===== config.mk =====
export PLATFORM = sky130hd
export DESIGN_NAME = factory_test_sequencer
export DESIGN_NICKNAME = d
export VERILOG_FILES = /design/src/rtl/factory_test_sequencer.sv
export SDC_FILE = /design/constraint.sdc
export NUM_CORES = 1
export LEC_CHECK = 0
export CORE_MARGIN = 1
export CORE_UTILIZATION = 53
export CTS_CLUSTER_DIAMETER = 80
export CTS_CLUSTER_SIZE = 25
export DETAILED_ROUTE_END_ITERATION = 8
export PLACE_DENSITY = 0.74
export SYNTH_ARGS = -nofsm -noshare
export SYNTH_HDL_FRONTEND = slang
export SYNTH_SLANG_ARGS = --single-unit

===== constraint.sdc =====
create_clock -name clk -period 6.5 [get_ports clk]
set_input_delay 1.3 -clock clk [delete_from_list [all_inputs] [get_ports clk]]
set_output_delay 1.3 -clock clk [all_outputs]
set_load 0.01 [all_outputs]

===== src/rtl/factory_test_sequencer.sv =====
// factory_test_sequencer: power sequencer for the analog factory-test macro's
// two active-low bias enables (1v8, 3v3).
//
// Domains are brought up in the order 1v8 then 3v3. Each step waits SETTLE_CYC
// cycles. The block holds ACTIVE for a latched dwell, or until stop when dwell
// is 0. Power-down runs in the reverse order, with the same settle time per step.
// A domain that was never enabled is never stepped down.
//
// Optional feature: define FTS_WATCHDOG_EN to bound a dwell==0 ACTIVE hold to
// WDOG_CYC cycles. When the bound expires the block forces power-down and sets
// the sticky wdog_trip flag.
module factory_test_sequencer #(
  parameter int SETTLE_CYC = 1000,
  parameter int DWELL_W    = 8,
  parameter int WDOG_CYC   = 65535
) (
  input  logic               clk,
  input  logic               rst_n,
  input  logic               ena,
  input  logic               start,
  input  logic               stop,
  input  logic [1:0]         mode,
  input  logic [DWELL_W-1:0] dwell,
  output logic               ena_1v8_n,
  output logic               ena_3v3_n,
  output logic               busy,
  output logic               active,
  output logic               done,
  output logic [2:0]         state,
  output logic               wdog_trip
);

  localparam int          CNT_W       = 32;
  localparam logic [31:0] CNT_MAX     = 32'hFFFF_FFFF;
  localparam logic [31:0] SETTLE_LAST = 32'(SETTLE_CYC - 1);
`ifdef FTS_WATCHDOG_EN
  localparam logic [31:0] WDOG_LAST   = 32'(WDOG_CYC - 1);
`endif

  typedef enum logic [2:0] {
    S_IDLE   = 3'd0,
    S_UP_1V8 = 3'd1,
    S_UP_3V3 = 3'd2,
    S_ACTIVE = 3'd3,
    S_DN_3V3 = 3'd4,
    S_DN_1V8 = 3'd5
  } state_t;

  state_t             state_q, state_d;
  logic [1:0]         mode_q, mode_d;
  logic [DWELL_W-1:0] dwell_q, dwell_d;
  logic [CNT_W-1:0]   cnt_q, cnt_d;
  logic               wdog_q, wdog_d;
  logic               en1_n_q, en1_n_d;
  logic               en3_n_q, en3_n_d;
  logic               busy_q, busy_d;
  logic               active_q, active_d;
  logic               done_q, done_d;

  logic               abort_s;
  logic               settle_done_s;
  logic               dwell_done_s;
  logic [CNT_W-1:0]   dwell_last_s;
  state_t             dn_first_s;

  assign abort_s       = stop | ~ena;
  assign settle_done_s = (cnt_q == SETTLE_LAST);
  assign dwell_last_s  = CNT_W'(dwell_q) - 32'd1;
  assign dwell_done_s  = (dwell_q != {DWELL_W{1'b0}}) && (cnt_q == dwell_last_s);
  // The first power-down step depends on which domains are enabled right now.
  assign dn_first_s    = en3_n_q ? S_DN_1V8 : S_DN_3V3;

  // Next-state logic, plus the start-time latches and the watchdog flag.
  always_comb begin
    state_d = state_q;
    mode_d  = mode_q;
    dwell_d = dwell_q;
    wdog_d  = wdog_q;
    case (state_q)
      S_IDLE: begin
        if (start && !stop && ena && (mode != 2'b00)) begin
          mode_d  = mode;
          dwell_d = dwell;
          wdog_d  = 1'b0;
          state_d = mode[0] ? S_UP_1V8 : S_UP_3V3;
        end else begin
          state_d = S_IDLE;
        end
      end
      S_UP_1V8: begin
        if (abort_s) begin
          state_d = dn_first_s;
        end else if (settle_done_s) begin
          state_d = mode_q[1] ? S_UP_3V3 : S_ACTIVE;
        end else begin
          state_d = S_UP_1V8;
        end
      end
      S_UP_3V3: begin
        if (abort_s) begin
          state_d = dn_first_s;
        end else if (settle_done_s) begin
          state_d = S_ACTIVE;
        end else begin
          state_d = S_UP_3V3;
        end
      end
      S_ACTIVE: begin
        if (abort_s || dwell_done_s) begin
          state_d = dn_first_s;
        end
`ifdef FTS_WATCHDOG_EN
        else if ((dwell_q == {DWELL_W{1'b0}}) && (cnt_q == WDOG_LAST)) begin
          state_d = dn_first_s;
          wdog_d  = 1'b1;
        end
`endif
        else begin
          state_d = S_ACTIVE;
        end
      end
      S_DN_3V3: begin
        if (settle_done_s) begin
          state_d = mode_q[0] ? S_DN_1V8 : S_IDLE;
        end else begin
          state_d = S_DN_3V3;
        end
      end
      S_DN_1V8: begin
        if (settle_done_s) begin
          state_d = S_IDLE;
        end else begin
          state_d = S_DN_1V8;
        end
      end
      default: begin
        state_d = S_IDLE;
      end
    endcase
  end

  // Step counter: restarts at every state entry and saturates instead of wrapping.
  always_comb begin
    cnt_d = cnt_q;
    if (state_d != state_q) begin
      cnt_d = {CNT_W{1'b0}};
    end else if (cnt_q != CNT_MAX) begin
      cnt_d = cnt_q + 32'd1;
    end else begin
      cnt_d = cnt_q;
    end
  end

  // Registered outputs are decoded from the next state, so the pins move with the state register.
  always_comb begin
    en1_n_d  = en1_n_q;
    en3_n_d  = en3_n_q;
    busy_d   = (state_d != S_IDLE);
    active_d = (state_d == S_ACTIVE);
    done_d   = (state_d == S_IDLE) &&
               ((state_q == S_DN_3V3) || (state_q == S_DN_1V8));
    if (state_d != state_q) begin
      case (state_d)
        S_UP_1V8: en1_n_d = 1'b0;
        S_UP_3V3: en3_n_d = 1'b0;
        S_DN_3V3: en3_n_d = 1'b1;
        S_DN_1V8: en1_n_d = 1'b1;
        S_IDLE: begin
          en1_n_d = 1'b1;
          en3_n_d = 1'b1;
        end
        default: begin
          en1_n_d = en1_n_q;
          en3_n_d = en3_n_q;
        end
      endcase
    end else begin
      en1_n_d = en1_n_q;
      en3_n_d = en3_n_q;
    end
  end

  // State, latches, counter and output registers.
  always_ff @(posedge clk or negedge rst_n) begin
    if (!rst_n) begin
      state_q  <= S_IDLE;
      mode_q   <= 2'b00;
      dwell_q  <= {DWELL_W{1'b0}};
      cnt_q    <= {CNT_W{1'b0}};
      wdog_q   <= 1'b0;
      en1_n_q  <= 1'b1;
      en3_n_q  <= 1'b1;
      busy_q   <= 1'b0;
      active_q <= 1'b0;
      done_q   <= 1'b0;
    end else begin
      state_q  <= state_d;
      mode_q   <= mode_d;
      dwell_q  <= dwell_d;
      cnt_q    <= cnt_d;
      wdog_q   <= wdog_d;
      en1_n_q  <= en1_n_d;
      en3_n_q  <= en3_n_d;
      busy_q   <= busy_d;
      active_q <= active_d;
      done_q   <= done_d;
    end
  end

  assign ena_1v8_n = en1_n_q;
  assign ena_3v3_n = en3_n_q;
  assign busy      = busy_q;
  assign active    = active_q;
  assign done      = done_q;
  assign state     = state_q;
  assign wdog_trip = wdog_q;

endmodule


### Word level (Yosys, flattened, before mapping)

Index checks and enable logic that the tools add are counted.
Widths: inputs -> output; s select.

* output and inout port bits: 9
* word-level logic and storage cells: 65
* bits in registers: 50

* muxes and demuxes: 17
* bitwise logic cells: 2
* equality and inequality tests: 14
* reductions and logical operators: 21
* $add $sub $neg: 2

Operator list (number)
* $mux 32: 2
* $add 32x1->32 const B: 1
* $eq 32x10->1 const B: 1
* $eq 32x32->1: 1
* $ne 32x32->1 const B: 1
* $mux 3: 6
* $pmux 3 s6: 1
* $eq 3x2->1 const B: 4
* $eq 3x3->1 const B: 4
* $sub 8x1->9 const B: 1
* $reduce_bool 2->1: 4
* $reduce_bool 8->1: 1
* $eq 3x1->1 const B: 2
* $logic_not 3->1: 2
* $mux 2: 3
* $reduce_and 2->1: 3
* $logic_and 1x1->1: 5
* $pmux 1 s2: 2
* $reduce_or 2->1: 2
* $mux 1: 3
* $ne 3x3->1: 1
* $reduce_bool 3->1: 1
* $logic_or 1x1->1: 2
* $logic_not 1->1: 1
* 2 further kinds: 2

### Longest topological paths before layout

Gate-level depths: netlist (run 1).

* word-level depth: 10
* depth in mapped cells: 12

### Least setup slack after synthesis (run 1)

Ideal clock, no wire load.

* path type: input to register
* from: in stop
* to: reg cnt_q[28]
* data required time: 6.411 ns
* path buffers: 2
* data arrival time: 3.171 ns
* stages: 10
* slack: 3.241 ns
* cell sequence: nor4bb_1 -> a31oi_1 -> o211ai_1 -> mux2i_1 -> o21ai_2 -> a21oi_1 -> or4b_1 -> buf_2 -> buf_6 -> a211oi_4

* cells in the longest elaborated chain, start to end: 8

RTL lines
* from (decl): line 21 `input logic stop,`
* $logic_not 1->1: line 81 `if (start && !stop && ena && (mode != 2'b00)) begin`
* $logic_and 1x1->1 (3 in series): line 81
* $mux 2: line 81
* $pmux 3 s6 *: line 79 `case (state_q)`
* $ne 3x3->1 *: line 145 `if (state_d != state_q) begin`
* $mux 32 / $reduce_bool 2->1 (equally long branches)
* to (signal assigned): line 189 `cnt_q <= {CNT_W{1'b0}};`
* to (signal assigned): line 200 `cnt_q <= cnt_d;`
* to (decl): line 52 `logic [CNT_W-1:0] cnt_q, cnt_d;`

Every way passes the cells marked *; elsewhere a longest branch is shown, timed or not.
A chain may end at the register's enable or synchronous reset.

### Worst setup path in the final report (run 1)

* from: in stop
* to: reg en1_n_q, in the netlist ena_1v8_n

* cells in the longest elaborated chain, start to end: 10

RTL lines
* $logic_not 1->1: line 81
* $logic_and 1x1->1 (3 in series): line 81
* $mux 2: line 81
* $pmux 3 s6 *: line 79
* $eq 3x3->1 / $logic_not 3->1 (equally long branches): line 163 `case (state_d)`
* $reduce_or 2->1 (no source line)
* $reduce_bool 2->1 (no source line)
* $reduce_and 2->1 (no source line)
* to (signal assigned): line 202 `en1_n_q <= en1_n_d;`
* to (decl): line 54 `logic en1_n_q, en1_n_d;`

Marks and branches as above.

==> reports/metrics.csv, run 1 <==
stage,metric,value,unit
floorplan,row_count,26,
floorplan,die_area,5950,sq um
critical_path,cp.arrival,4.04,ns
sta,layout_setup_ws,2.70,ns
placement,numPortBuffers,22,
yosys,yosys.area.top_type,dfrtp_1,
routing,post_drt_wl_per_cell,14.5,microns
routing,drt_iter0_drc,113,
global_routing,grt_usage,0.218,
placement,dp_cells,401,
finish,n_antenna_cell,0,
placement,place_ws,2.41,ns
global_routing,grt_pass1_wl,10400,microns
global_routing,overflow,0,
yosys,synth_edf_count,0,
routing,vias,2337,
floorplan,ios,24,
run_status,status,finished clean,
sta,finalSetupViolCount,0,
critical_path,setup.worst_path.start,stop,
routing,ant_nets,0,
critical_path,critPathMaxFanout,33,
sta,hold_violations,0,
cts,cts_buffer_depth,2,
sta,fin_crit,3.80,ns
critical_path,crit_type,in -> reg,
power_and_ir_drop,p_switching,0.110,mW
cts,numCtsBuffers,5,
yosys,syn_area,2990,sq um
finish,layout_common_cells,"nor2_1 (50), dfrtp_1 (48), nand2_1 (32)",
critical_path,timing.rr.start,cnt_q[23],
global_routing,first_global_vias,2302,
power_and_ir_drop,intPower,0.483,mW
yosys,synth.avg_cell_area,9.23,sq um
finish,stdcell_area,3350,sq um
sta,fin_tns_setup,0,ns
sta,finClkSkew,0.00917,ns
power_and_ir_drop,power.leakage,1.42,nW
placement,place.gp.congestion,0.883,
cts,ctsHtreeMaxLevel,2,
cts,cts.sinks,50,
yosys,synth_seq_cells,50,
critical_path,r2r.worst_path.cells,9,
yosys,yosysWarningCount,0,
sta,slew_headroom,0.280,
placement,placed_area,3210,sq um
critical_path,crit-reg2reg-capture,ena_1v8_n,
cts,cts_setup_buffers,0,
worst_hold_path,whs_path_depth,2,
sta,rsz0062_at_grt,false,
finish,areaGrowthSynthToFinish,12.1,%
critical_path,cp-start-kind,primary input,
sta,fmax,263,MHz
floorplan,die_x,77.1,microns
global_routing,antenna_found_initial,0,
critical_path,crit_path_top_delay_cell,nor4bb_1,
yosys,seq_area_frac_synth,0.419,
cts,clkLatencyLatePin,0.30,ns
power_and_ir_drop,combPwrFrac,0.027,
critical_path,endpoint_kind,flop,
yosys,synth.distinct_cells,56,
power_and_ir_drop,power.density,177,nW/um^2
yosys,synth.top_cell.area_share,0.402,
sta,hold_ws,0.477,ns
cts,tritoncts,yes,
cts,clk_pin_slew,0.08,ns
global_routing,grt_max_degree,51,
cts,post_cts_resized,0,
worst_hold_path,holdPathEnd,mode_q[1],
floorplan,die_y,77.1,microns
yosys,synth-async-reset-ratio,1.00,
worst_hold_path,hold_path_startpoint,mode_q[1],
yosys,ys.flop_type,dfrtp_1,
power_and_ir_drop,vdd_ir_drop_max,0.141,mV
yosys,synthCells,324,
floorplan,start_util,0.567,
cts,cts-root-buf,clkbuf_8,
finish,final_common_cell,nor2_1,
sta,slew_violations,0,
critical_path,worst_path_largest_cell_delay,0.63,ns
power_and_ir_drop,swShare,0.186,
critical_path,r2r_slack,3.46,ns
power_and_ir_drop,clockPowerShare,0.449,
finish,final_layout_size_suffix_gt1_frac,0.0944,
power_and_ir_drop,seqPwrFrac,0.524,
critical_path,crit_chain,"clkdlybuf4s50_1, nor4bb_1, a31oi_1, o211ai_1, mux2i_1, o21ai_2, a21oi_1, or4b_1, buf_4, a32o_1",
sta,fin_crit_sh,0.585,
routing,drcViolationCount,0,
cts,cts_hold_buf,0,
routing,viasPerCell,5.71,
routing,wirelength,5930,microns
routing,drtPass1Iterations,5,
yosys,synth_nets,341,
worst_hold_path,hold_path_class,reg -> reg,
yosys,ys_top_cells_by_area,"dfrtp_1 (40%), nor2_1 (6.3%), xnor2_1 (5.6%), xor2_1 (5.6%), nand2_1 (4.0%)",
finish,final_nets,355,
run,cap_violations,0,
placement,dpl.hpwl,4250,microns
floorplan,core_area,5270,sq um
sta,worst_pin_slew,1.08,ns
finish,fin_cells,409,
critical_path,required,6.73,ns
==> worst max-delay path by stage <==
| stage | end | cells past startpoint |
|---|---|---|
| after CTS | ena_1v8_n | 10 |
| after global placement | ena_1v8_n | 10 |
| after detailed placement | ena_1v8_n | 10 |
| final | ena_1v8_n | 10 |
| after global routing | cnt_q[24] | 10 |
| after floorplan | cnt_q[28] | 10 |
==> final cells by class <==
class,instances,area [sq um]
Fill cell,443,1920
Multi-Input combinational cell,247,1600
Sequential cell,50,1250
Timing Repair Buffer,23,223
Tap cell,70,87.6
Clock buffer,6,82.6
Clock inverter,2,60.1
Inverter,11,41.3
==> cells in the mapped netlist, types with 2 or more instances <==
library cell  instances
nor2_1               50
dfrtp_1              48
nand2_1              32
xnor2_1              19
xor2_1               19
nand4_1              15
nand3_1              12
inv_1                11
nor3_1                9
nand2b_1              8
clkbuf_1              7
mux2_2                6
nor2b_1               6
nor4_1                6
a31oi_1               5
and3_1                5
o211ai_1              5
and4_1                4
buf_2                 4
a21oi_1               3
and2_1                3
buf_6                 3
nor4_2                3
o21ai_0               3
o31ai_1               3
dfstp_2               2
ha_1                  2
mux2i_1               2
nor4b_1               2
==> kinds of logic (layout without fill, tap and decap cells) <==
| logic type | after synthesis | count (layout) | synth area share |
|---|---|---|---|
| flip-flops | 50 | 50 | 0.419 |
| XOR/XNOR | 38 | 38 | 0.111 |
| other | 1 | 1 | 0.00125 |
| AND/OR/NAND/NOR | 164 | 164 | 0.291 |
| adder cells (fa/ha/maj) | 2 | 2 | 0.00837 |
| AO/OA/AOI/OAI | 34 | 34 | 0.0954 |
| multiplexers | 8 | 8 | 0.0293 |
| buffers and inverters | 27 | 42 | 0.0444 |
==> power groups by stage <==
stage | Clock (mW) | Sequential [mW] | Combinational (mW)
floorplan | 0 | 0.317 | 0.00159
global placement | 0 | 0.317 | 0.0161
detailed placement | 0 | 0.317 | 0.0164
CTS | 0.275 | 0.311 | 0.0166
global route | 0.286 | 0.311 | 0.0180
finish | 0.266 | 0.311 | 0.0159
==> per-layer routing <==
metal	wire length, microns	up-vias	share of wire	GRT usage
met3	262	4	0.044	0.0452
met5	0	-	0	0
li1	-	1156	-	-
met4	36	0	0.0061	0.0755
met2	2920	62	0.49	0.365
met1	2710	1115	0.46	0.280
==> sequential cells by signal, summed over array words and instances (netlist names) <==
signal	count
state	3
mode_q	2
cnt_q	32
done	1
dwell_q	8
ena_1v8_n	1
ena_3v3_n	1
busy	1
active	1
==> worst max-delay path, delay by kind of cell <==
family          cells  cell delay, ns
compound gates      5            0.75
buf+inv             2            0.73
mux                 1            0.13
simple gates        2            1.13
==> through the flow <==
| stage | total power, mW | utilization |
|---|---|---|
| after floorplan | 0.319 | - |
| after global placement | 0.333 | 0.609 |
| after detailed placement | 0.333 | 0.609 |
| after CTS | 0.603 | 0.636 |
| after global routing | 0.615 | 0.636 |
| final | 0.593 | 0.636 |
Power figures use the tool's default switching activity.
==> inputs of run 2 (changes only) <==
- PLACE_DENSITY: 0.74 -> 0.77
- clock period: 6.5 -> 3.37 ns (I/O delays scaled with it)
==> run 2 against run 1 <==
Combinational power is 95% higher. Register-to-register slack worse by 3.0 ns. Clock power is 39% higher. Core utilization is 0.24 points lower. Highest routed layer unchanged. Final cell count is 0.73% higher. Sequential power is 93% higher. Via count is 2.9% higher. Critical path depth is 2 lower. Routed wire length is 6.1% higher. Power is 69% higher. Global-route usage is 1.1 points higher. Largest cell class unchanged. Cell area is 0.37% lower.
==> reports/metrics.csv, run 2 (same netlist as run 1, synthesis figures left out) <==
stage,metric,value,unit,change
sta,hold_violations,0,,unchanged
floorplan,die_area,5950,sq um,unchanged
sta,hold_ws,0.472,ns,was 0.477 ns
cts,numCtsBuffers,5,,unchanged
sta,slew_headroom,0.251,,was 0.280
critical_path,timing.rr.start,cnt_q[23],,unchanged
finish,areaGrowthSynthToFinish,11.7,%,was 12.1%
routing,ant_nets,0,,unchanged
power_and_ir_drop,p_switching,0.221,mW,was 0.110 mW
routing,viasPerCell,5.84,,was 5.71
cts,cts_buffer_depth,2,,unchanged
power_and_ir_drop,intPower,0.780,mW,was 0.483 mW
sta,fin_tns_setup,0,ns,unchanged
global_routing,overflow,0,,unchanged
critical_path,setup.worst_path.start,cnt_q[23],,was stop
routing,wirelength,6290,microns,was 5930 microns
sta,fin_crit,2.96,ns,
finish,multiInputGateArea,1600,sq um,unchanged
power_and_ir_drop,power.leakage,1.41,nW,was 1.42 nW
critical_path,r2r_slack,0.41,ns,was 3.46 ns
run,cap_violations,0,,unchanged
global_routing,grt_max_degree,51,,unchanged
power_and_ir_drop,clockPowerShare,0.370,,was 0.449
cts,clkLatencyLatePin,0.31,ns,was 0.30 ns
placement,numPortBuffers,22,,unchanged
power_and_ir_drop,vdd_ir_drop_max,0.192,mV,was 0.141 mV
power_and_ir_drop,swShare,0.221,,was 0.186
routing,post_drt_wl_per_cell,15.3,microns,was 14.5 microns
critical_path,endpoint_kind,flop,,unchanged
critical_path,cp.buffers_inverters,1,,was 2
floorplan,start_util,0.567,,unchanged
placement,place.gp.congestion,0.888,,was 0.883
critical_path,critPathMaxFanout,33,,unchanged
routing,vias,2405,,was 2337
power_and_ir_drop,power.density,300,nW/um^2,was 177 nW/um^2
global_routing,first_global_vias,2370,,was 2302
finish,layout_common_cells,"nor2_1 (50), dfrtp_1 (48), nand2_1 (32)",,unchanged
floorplan,die_x,77.1,microns,unchanged
cts,ctsHtreeMaxLevel,2,,unchanged
global_routing,grt_pass1_wl,11000,microns,was 10400 microns
cts,post_cts_resized,0,,unchanged
critical_path,r2r.worst_path.cells,8,,was 9
placement,dpl.hpwl,4460,microns,was 4250 microns
power_and_ir_drop,seqPwrFrac,0.599,,was 0.524
sta,fin_crit_sh,0.877,,
finish,final_common_cell,nor2_1,,unchanged
finish,final_layout_size_suffix_gt1_frac,0.102,,was 0.0944
cts,cts_hold_buf,0,,unchanged
finish,fin_cells,412,,was 409
critical_path,required,3.61,ns,was 6.73 ns
routing,drcViolationCount,0,,unchanged
finish,seq_area,1250,sq um,unchanged
floorplan,die_y,77.1,microns,unchanged
placement,dp_cells,404,,was 401
global_routing,grt_usage,0.229,,was 0.218
finish,fillers,441,,was 443
critical_path,worst_path_largest_cell_delay,0.54,ns,was 0.63 ns
finish,largest-register,cnt_q,,unchanged
cts,cts_setup_buffers,0,,unchanged
floorplan,ios,24,,unchanged
global_routing,antenna_found_initial,0,,unchanged
sta,rsz0062_at_grt,false,,unchanged
sta,worst_pin_slew,1.12,ns,was 1.08 ns
sta,finClkSkew,0.00865,ns,was 0.00917 ns
sta,fmax,338,MHz,
critical_path,cp.depth,8,,was 10
cts,tritoncts,yes,,unchanged
critical_path,crit_path_top_delay_cell,or4b_1,,was nor4bb_1
power_and_ir_drop,combPwrFrac,0.031,,was 0.027
critical_path,crit-reg2reg-capture,ena_1v8_n,,unchanged
critical_path,endpoint,ena_1v8_n,,unchanged
worst_hold_path,hold_path_class,reg -> reg,,unchanged
critical_path,crit_type,reg -> reg,,was in -> reg
critical_path,cp-start-kind,flop,,was primary input
run_status,status,finished clean,,unchanged
finish,largest_reg_flops,32,,unchanged
cts,cts-root-buf,clkbuf_8,,unchanged
floorplan,core_area,5270,sq um,unchanged
cts,clk_pin_slew,0.09,ns,was 0.08 ns
critical_path,critPathTopFamily,simple AND/OR/NAND/NOR gates,,unchanged
cts,cts.sinks,50,,unchanged
critical_path,crit_chain,"nor4_1, nand4_1, nor4_4, mux2i_1, o22ai_1, or4b_1, buf_12, a32o_1",,"was clkdlybuf4s50_1, nor4bb_1, a31oi_1, o211ai_1, mux2i_1, o21ai_2, a21oi_1, or4b_1, buf_4, a32o_1"
routing,drt_iter0_drc,132,,was 113
floorplan,row_count,26,,unchanged
sta,finalSetupViolCount,0,,unchanged
sta,slew_violations,0,,unchanged
critical_path,cp.arrival,3.20,ns,was 4.04 ns
routing,drtPass1Iterations,4,,was 5
finish,final_nets,358,,was 355
finish,n_antenna_cell,0,,unchanged
[run 2: changes by cell type in the layout (fill, tap and decap cells not counted)]
cell and delta:
bufinv_16 -2, clkinv_2 +1, buf_4 +2, clkinvlp_4 +1, buf_12 +1
[run 2: area by class of cell]
type	count	area share
clock inverter	2	0.00375
timing repair buffer	26	0.0772
tap	70	0.0262
clock buffer	6	0.0247
multi-input combinational	247	0.480
sequential	50	0.375
inverter	11	0.0124
[run 2: worst min path at each step]
stage / slack [ns] / endpoint / cells past startpoint / start
after floorplan: 0.38 / active / 0 / rst_n
after global placement: 0.45 / mode_q[1] / 2 / mode_q[1]
after detailed placement: 0.46 / mode_q[1] / 2 / mode_q[1]
after CTS: 0.48 / mode_q[1] / 2 / mode_q[1]
after global routing: 0.52 / mode_q[1] / 2 / mode_q[1]
final: 0.47 / mode_q[1] / 2 / mode_q[1]
[run 2: power by group through the flow]
stage | clock network (mW) | registers [mW] | logic (mW)
after global placement | 0 | 0.611 | 0.0311
after CTS | 0.381 | 0.600 | 0.0319
after floorplan | 0 | 0.612 | 0.00306
after detailed placement | 0 | 0.611 | 0.0317
final | 0.371 | 0.600 | 0.0310
after global routing | 0.400 | 0.600 | 0.0350
[run 2: layer usage]
layer / vias up / routed length [microns] / GRT usage / part of all wire
li1: 1166 / - / - / -
met1: 1171 / 2820 / 0.305 / 0.45
met2: 57 / 3140 / 0.380 / 0.50
met3: 11 / 251 / 0.0345 / 0.040
met4: 0 / 80 / 0.0792 / 0.013
met5: - / 0 / 0 / 0
[run 2: per-stage QoR]
stage	power (mW)	setup WS, ns	util	cell area [sq um]
after floorplan	0.615	0.737	-	2990
after global placement	0.642	0.239	0.616	3240
after detailed placement	0.643	0.189	0.616	3240
after CTS	1.01	0.418	0.634	3340
after global routing	1.03	0.228	0.634	3340
final	1.00	0.414	0.634	3340
[run 2: worst min-delay path, stage by stage, from the launching register on]
cell     delay (ns)
dfrtp_1        0.34
nand2_1        0.05
nand2_1        0.05
